--- src/rtl/alu_arbiter.sv ---
// Two-requester front end for a single shared combinational ALU.
// One operation in flight at a time: IDLE grants, EXEC captures the ALU output, DONE holds it until acked.
module alu_arbiter #(
  parameter int OPERAND_SIZE = 32
) (
  input  logic                    clk,
  input  logic                    reset,
  input  logic                    req0_valid,
  input  logic [OPERAND_SIZE-1:0] req0_operand1,
  input  logic [OPERAND_SIZE-1:0] req0_operand2,
  output logic                    req0_ready,
  output logic                    resp0_valid,
  output logic [OPERAND_SIZE-1:0] resp0_result,
  output logic                    resp0_zero,
  input  logic                    resp0_ack,
  input  logic                    req1_valid,
  input  logic [OPERAND_SIZE-1:0] req1_operand1,
  input  logic [OPERAND_SIZE-1:0] req1_operand2,
  output logic                    req1_ready,
  output logic                    resp1_valid,
  output logic [OPERAND_SIZE-1:0] resp1_result,
  output logic                    resp1_zero,
  input  logic                    resp1_ack,
  output logic [OPERAND_SIZE-1:0] alu_operand1,
  output logic [OPERAND_SIZE-1:0] alu_operand2,
  input  logic [OPERAND_SIZE-1:0] alu_result,
  input  logic                    alu_zero,
  output logic                    busy
);

  typedef enum logic [1:0] {
    IDLE,
    EXEC,
    DONE
  } state_e;

  state_e                  state_q, state_d;
  logic                    grant_q, grant_d;
  logic                    last_grant_q, last_grant_d;
  logic [OPERAND_SIZE-1:0] op1_q, op1_d;
  logic [OPERAND_SIZE-1:0] op2_q, op2_d;
  logic [OPERAND_SIZE-1:0] result_q, result_d;
  logic                    zero_q, zero_d;
  logic                    any_req;
  logic                    pick;

  always_ff @(posedge clk) begin
    if (reset) begin
      state_q      <= IDLE;
      grant_q      <= 1'b0;
      last_grant_q <= 1'b1;
      op1_q        <= '0;
      op2_q        <= '0;
      result_q     <= '0;
      zero_q       <= 1'b0;
    end else begin
      state_q      <= state_d;
      grant_q      <= grant_d;
      last_grant_q <= last_grant_d;
      op1_q        <= op1_d;
      op2_q        <= op2_d;
      result_q     <= result_d;
      zero_q       <= zero_d;
    end
  end

  always_comb begin
    state_d      = state_q;
    grant_d      = grant_q;
    last_grant_d = last_grant_q;
    op1_d        = op1_q;
    op2_d        = op2_q;
    result_d     = result_q;
    zero_d       = zero_q;
    req0_ready   = 1'b0;
    req1_ready   = 1'b0;

    any_req = req0_valid | req1_valid;
    // On a tie the requester that was not served last wins; otherwise the lone requester wins.
    pick    = (req0_valid & req1_valid) ? ~last_grant_q : req1_valid;

    case (state_q)
      IDLE: begin
        if (any_req && !reset) begin
          req0_ready = ~pick;
          req1_ready = pick;
          grant_d    = pick;
          op1_d      = pick ? req1_operand1 : req0_operand1;
          op2_d      = pick ? req1_operand2 : req0_operand2;
          state_d    = EXEC;
        end
      end
      EXEC: begin
        result_d = alu_result;
        zero_d   = alu_zero;
        state_d  = DONE;
      end
      DONE: begin
        if (grant_q ? resp1_ack : resp0_ack) begin
          last_grant_d = grant_q;
          state_d      = IDLE;
        end
      end
      default: state_d = IDLE;
    endcase
  end

  // The ALU sees only latched operands, never the live requester inputs.
  assign alu_operand1 = op1_q;
  assign alu_operand2 = op2_q;

  assign busy         = (state_q != IDLE);
  assign resp0_valid  = (state_q == DONE) && !grant_q;
  assign resp1_valid  = (state_q == DONE) && grant_q;
  assign resp0_result = grant_q ? '0 : result_q;
  assign resp0_zero   = grant_q ? 1'b0 : zero_q;
  assign resp1_result = grant_q ? result_q : '0;
  assign resp1_zero   = grant_q ? zero_q : 1'b0;

endmodule

--- config.mk ---
export PLATFORM = sky130hd
export DESIGN_NAME = alu_arbiter
export DESIGN_NICKNAME = d
export VERILOG_FILES = /design/src/rtl/alu_arbiter.sv
export SDC_FILE = /design/constraint.sdc
export NUM_CORES = 1
export LEC_CHECK = 0
export CORE_AREA = 2 2 116 118
export CTS_CLUSTER_DIAMETER = 80
export CTS_CLUSTER_SIZE = 16
export DETAILED_ROUTE_END_ITERATION = 12
export DIE_AREA = 0 0 118 120
export PLACE_DENSITY = 0.82
export SKIP_CTS_REPAIR_TIMING = 1
export SYNTH_ARGS = -nofsm -noshare
export SYNTH_HDL_FRONTEND = slang
export SYNTH_SLANG_ARGS = --single-unit
--- constraint.sdc ---
create_clock -name clk -period 3.3 [get_ports clk]
set_clock_uncertainty 0.15 [all_clocks]
set_input_delay 0.66 -clock clk [delete_from_list [all_inputs] [get_ports clk]]
set_output_delay 0.66 -clock clk [all_outputs]
set_load 0.005 [all_outputs]
# Yosys cells after proc, flatten, opt, wreduce, memory -nomap -nowiden
# Cells that the tools add are included.
[classes] n_eq_ne=4 muxes=15 bitwise=4 n_reduce_logical=10
[op_table] operator="two-way mux 32 bit" n=4
[op_table] operator="two-way mux 1 bit" n=8
[op_table] operator="case mux 2 bit (3 select lines)" n=1
[op_table] operator="AND reduction 2 bit" n=3
[op_table] operator="two-way mux 2 bit" n=2
[op_table] operator="inequality test 2 bit (second input constant)" n=2
[op_table] operator="logical AND 1 bit" n=3
[op_table] operator="== test 2 x 1 -> 1 bit (second input constant)" n=1
[op_table] operator="== test 2 bit (second input constant)" n=1
[op_table] operator="zero test 1 bit" n=2
[op_table] operator="zero test 2 bit" n=1
[op_table] operator="inverter 1 bit" n=2
[op_table] operator="nonzero test 2 bit" n=1
[op_table] operator="AND 1 bit" n=1
[op_table] operator="bitwise OR 1 bit" n=1
[totals] reg_bits=101 word_cells=40

# Longest topological paths before layout
# Gate-level depths: netlist of run 1.
[logic_depth] ltp_word=5 depth_mapped=6 mapped_depth_nobuf=3

# Worst setup path after synthesis of run 1
# No wires, ideal clock.
[synth_path] path_type="input -> output" start="in reset" end="out req0_ready" arrival_time_ns=1.485 slack_ns=1.005 path_stages=4 cell_sequence="or3_4 -> buf_6 -> buf_6 -> nor3b_1"
[synth_via] elab_chain_len=4
[synth_rtl] item="start: declaration" line_no="7" rtl="input logic reset,"
[synth_rtl] item="zero test 1 bit" line_no="84" rtl="if (any_req && !reset) begin"
[synth_rtl] item="logical AND 1 bit" line_no="84"
[synth_rtl] item="two-way mux 1 bit" line_no="84"
[synth_rtl] item="two-way mux 1 bit" line_no="82" rtl="case (state_q)"
[synth_rtl] item="end: declaration" line_no="11" rtl="output logic req0_ready,"
# Every way passes these cells.

# Final worst setup path of run 1
# Ends and elaborated chain as after synthesis.

==> results of run 1 <==
placed cells by master, fill, tap and decap left out, types with 2 or more instances in the layout:
| cell type | instances |
|---|---|
| buf_4 | 9 |
| o21ai_0 | 2 |
| clkbuf_16 | 9 |
| and2_1 | 34 |
| nor2_1 | 3 |
| nor3_1 | 16 |
| nand2_1 | 132 |
| bufinv_16 | 3 |
| nor3_2 | 49 |
| nand2b_1 | 2 |
| dfxtp_1 | 100 |
| clkinvlp_4 | 2 |
| clkdlybuf4s50_1 | 300 |
| nor2b_1 | 34 |
| a21oi_1 | 34 |
| inv_1 | 3 |
| a221o_1 | 64 |
area by class of cell:
type	count	share of cell area (%)
clock inverters	6	1.353
well taps	176	2.706
flip-flops and latches	101	24.87
repair buffers	311	38.04
clock buffers	10	2.937
inverters	3	0.1384
multi-input cells	380	29.96
sequential cells by signal, summed over array words and instances (netlist names):
signal        flops
alu_operand1     32
alu_operand2     32
grant_q           1
last_grant_q      1
result_q         32
state_q           2
zero_q            1
power by group through the flow:
stage	Sequential, W	Combinational, W	Clock [W]
2_1_floorplan	0.00142	0.000327	0
3_3_place_gp	0.00142	0.000793	0
3_5_place_dp	0.00143	0.000813	0
4_1_cts	0.00140	0.000818	0.00126
5_1_grt	0.00141	0.000873	0.00130
6_report	0.00140	0.000810	0.00123
worst paths after layout:
check | endpoint | cells past startpoint
max | req0_ready | 4
min | result_q[20] | 2
max reg2reg | alu_operand1[12] | 4
min reg2reg | result_q[20] | 2
worst max-delay path: stages:
cell and delay, ns:
clkdlybuf4s50_1 0.45, or3_4 0.35, nor3b_1 0.23, clkdlybuf4s50_1 0.61
cells in the mapped netlist, drive strengths merged:
cell	n
o21ai	2
a221o	64
clkbuf	26
o211ai	1
nor3	65
nor3b	1
dfxtp	101
nand2b	2
or3	1
nor2	3
mux2	1
a21oi	35
and2	34
a21o	1
and3	1
or2	1
inv	3
nor2b	36
nand2	132
buf	29
per-stage QoR:
step / instances / total power [W] / setup slack (ns) / hold WS (ns) / utilization (%)
3_5_place_dp: 971 / 0.002239 / 0.1889 / 0.3096 / 60.00
2_1_floorplan: 539 / 0.001745 / 1.005 / 0.2891 / -
4_1_cts: 987 / 0.003476 / 0.1812 / 0.3229 / 62.69
6_report: 987 / 0.003443 / 0.1859 / 0.3234 / 62.69
3_3_place_gp: 971 / 0.002215 / 0.2106 / 0.3018 / 60.00
5_1_grt: 987 / 0.003591 / 0.08536 / 0.3337 / 62.69
kinds of logic (layout without fill, tap and decap cells):
group / count (synthesis) / after routing / synth area share (%)
AND/OR/NAND/NOR: 276 / 276 / 32.83
AO/OA/AOI/OAI: 103 / 103 / 17.65
flip-flops: 101 / 101 / 42.45
buffers and inverters: 58 / 330 / 6.829
multiplexers: 1 / 1 / 0.2364
per-layer routing:
metal	up-vias	GRT usage, %	part of all wire, %
met2	227	40.12	50
met3	37	7.557	7.6
met4	0	10.02	2.8
met1	2383	26.64	39
li1	2413	-	-
met5	-	0	0
==> reports/qor.txt, run 1 <==
Yosys top cell by area = dfxtp_1
Initial Util = 36.70%
CTS root buf = clkbuf_16
vias in the first global route = 5062
switch share = 24.86%
die width = 118 um
switching power total = 0.0008560 W
Reg area = 2023 um2
first-pass GRT wire length = 26510 um
multi-input logic area = 2437 um2
Leak = 3.062 nW
Yosys reg bits = 101
min Tclk post-route = 3.114 ns
Initial DRT Pass Iterations = 6
Max VDD drop = 0.2149 mV
Hold Crit Class = flop to flop
gr usage total = 23.35%
drt total wl = 17090 um
Hold Startpoint = result_q[20]
Synth Net Count = 706
clk_lat worst skew = 0.34 ns
worst slew pin tran = 0.9925 ns
largest net degree at the start of global routing = 73
top cell type's share of synthesized area = 42.45%
drt initial violations = 395
Int Power = 0.002587 W
final setup fails = 0
Reg power frac = 40.7%
critical path fanouts, max = 3
Syn. warnings = 0
reg2reg start = state_q[1]
Crit Path Class = primary input to output port
max frequency = 321.1 MHz
pwr dens = 423.1 nW/um2
Seq/Total Area, Yosys = 42.45%
Mapped Cells = 539
Core Region = 12980 um2
Clock Power Share = 35.7%
clk sinks = 101
Final Cycle Share = 94.37%
Critical path origin = reset
Wirelength per Cell = 17.32 um
setup tns final = 0 ns
CP arrival = 2.30 ns
# H-tree levels = 3
R2R setup slack = 1.18 ns
CP required = 2.49 ns
Rel. slew slack = 33.83%
dpl cell area = 7787 um2
largest cells by area after synthesis = dfxtp_1, a221o_1, nand2_1, nor3_2, nor2b_1
DP HPWL = 12180 um
initial antenna violation count = 0
row count = 42
drt drc = 0
Syn Std Cell Area = 4763 um2
clk buf depth = 2
Final ANT Viol Nets = 0
TritonCTS Buffers = 9
Net count, final = 973
status = finished clean
maxcap violations = 0
Critical Path Source Type = primary input
TritonCTS clock tree = built
Syn-to-layout area delta = 70.82%
DR vias = 5060
final slew viol count = 0
clock slew at reported path FFs = 0.07 ns
Die Y = 120 um
ANT cells = 0
DIE AREA = 14160 um2
Buffers on Ports = 301
grt total ovfl = 0
Filler Cell Count = 1081
Synth cell types = 23
Critical Path End Type = output port
layout cells sized above 1 = 10.36%
final instance area = 8137 um2
routability cong. = 0.8459
Hold Vio Cnt, Final = 0
I/O pins = 302
mean post-synth cell area = 8.837 um2
RSZ-0062 raised after global routing = false
Comb power frac = 23.5%
Via density = 5.127
No activity file was read; power rests on OpenSTA's default activity.
==> run 2: changes to the inputs <==
--- a/config.mk
+++ b/config.mk
@@ -11,7 +11,6 @@
 export DETAILED_ROUTE_END_ITERATION = 12
 export DIE_AREA = 0 0 118 120
 export PLACE_DENSITY = 0.82
-export SKIP_CTS_REPAIR_TIMING = 1
 export SYNTH_ARGS = -nofsm -noshare
 export SYNTH_HDL_FRONTEND = slang
 export SYNTH_SLANG_ARGS = --single-unit
==> results of run 2 <==
The final DEF is identical to that of run 1; final timing and power are the same.
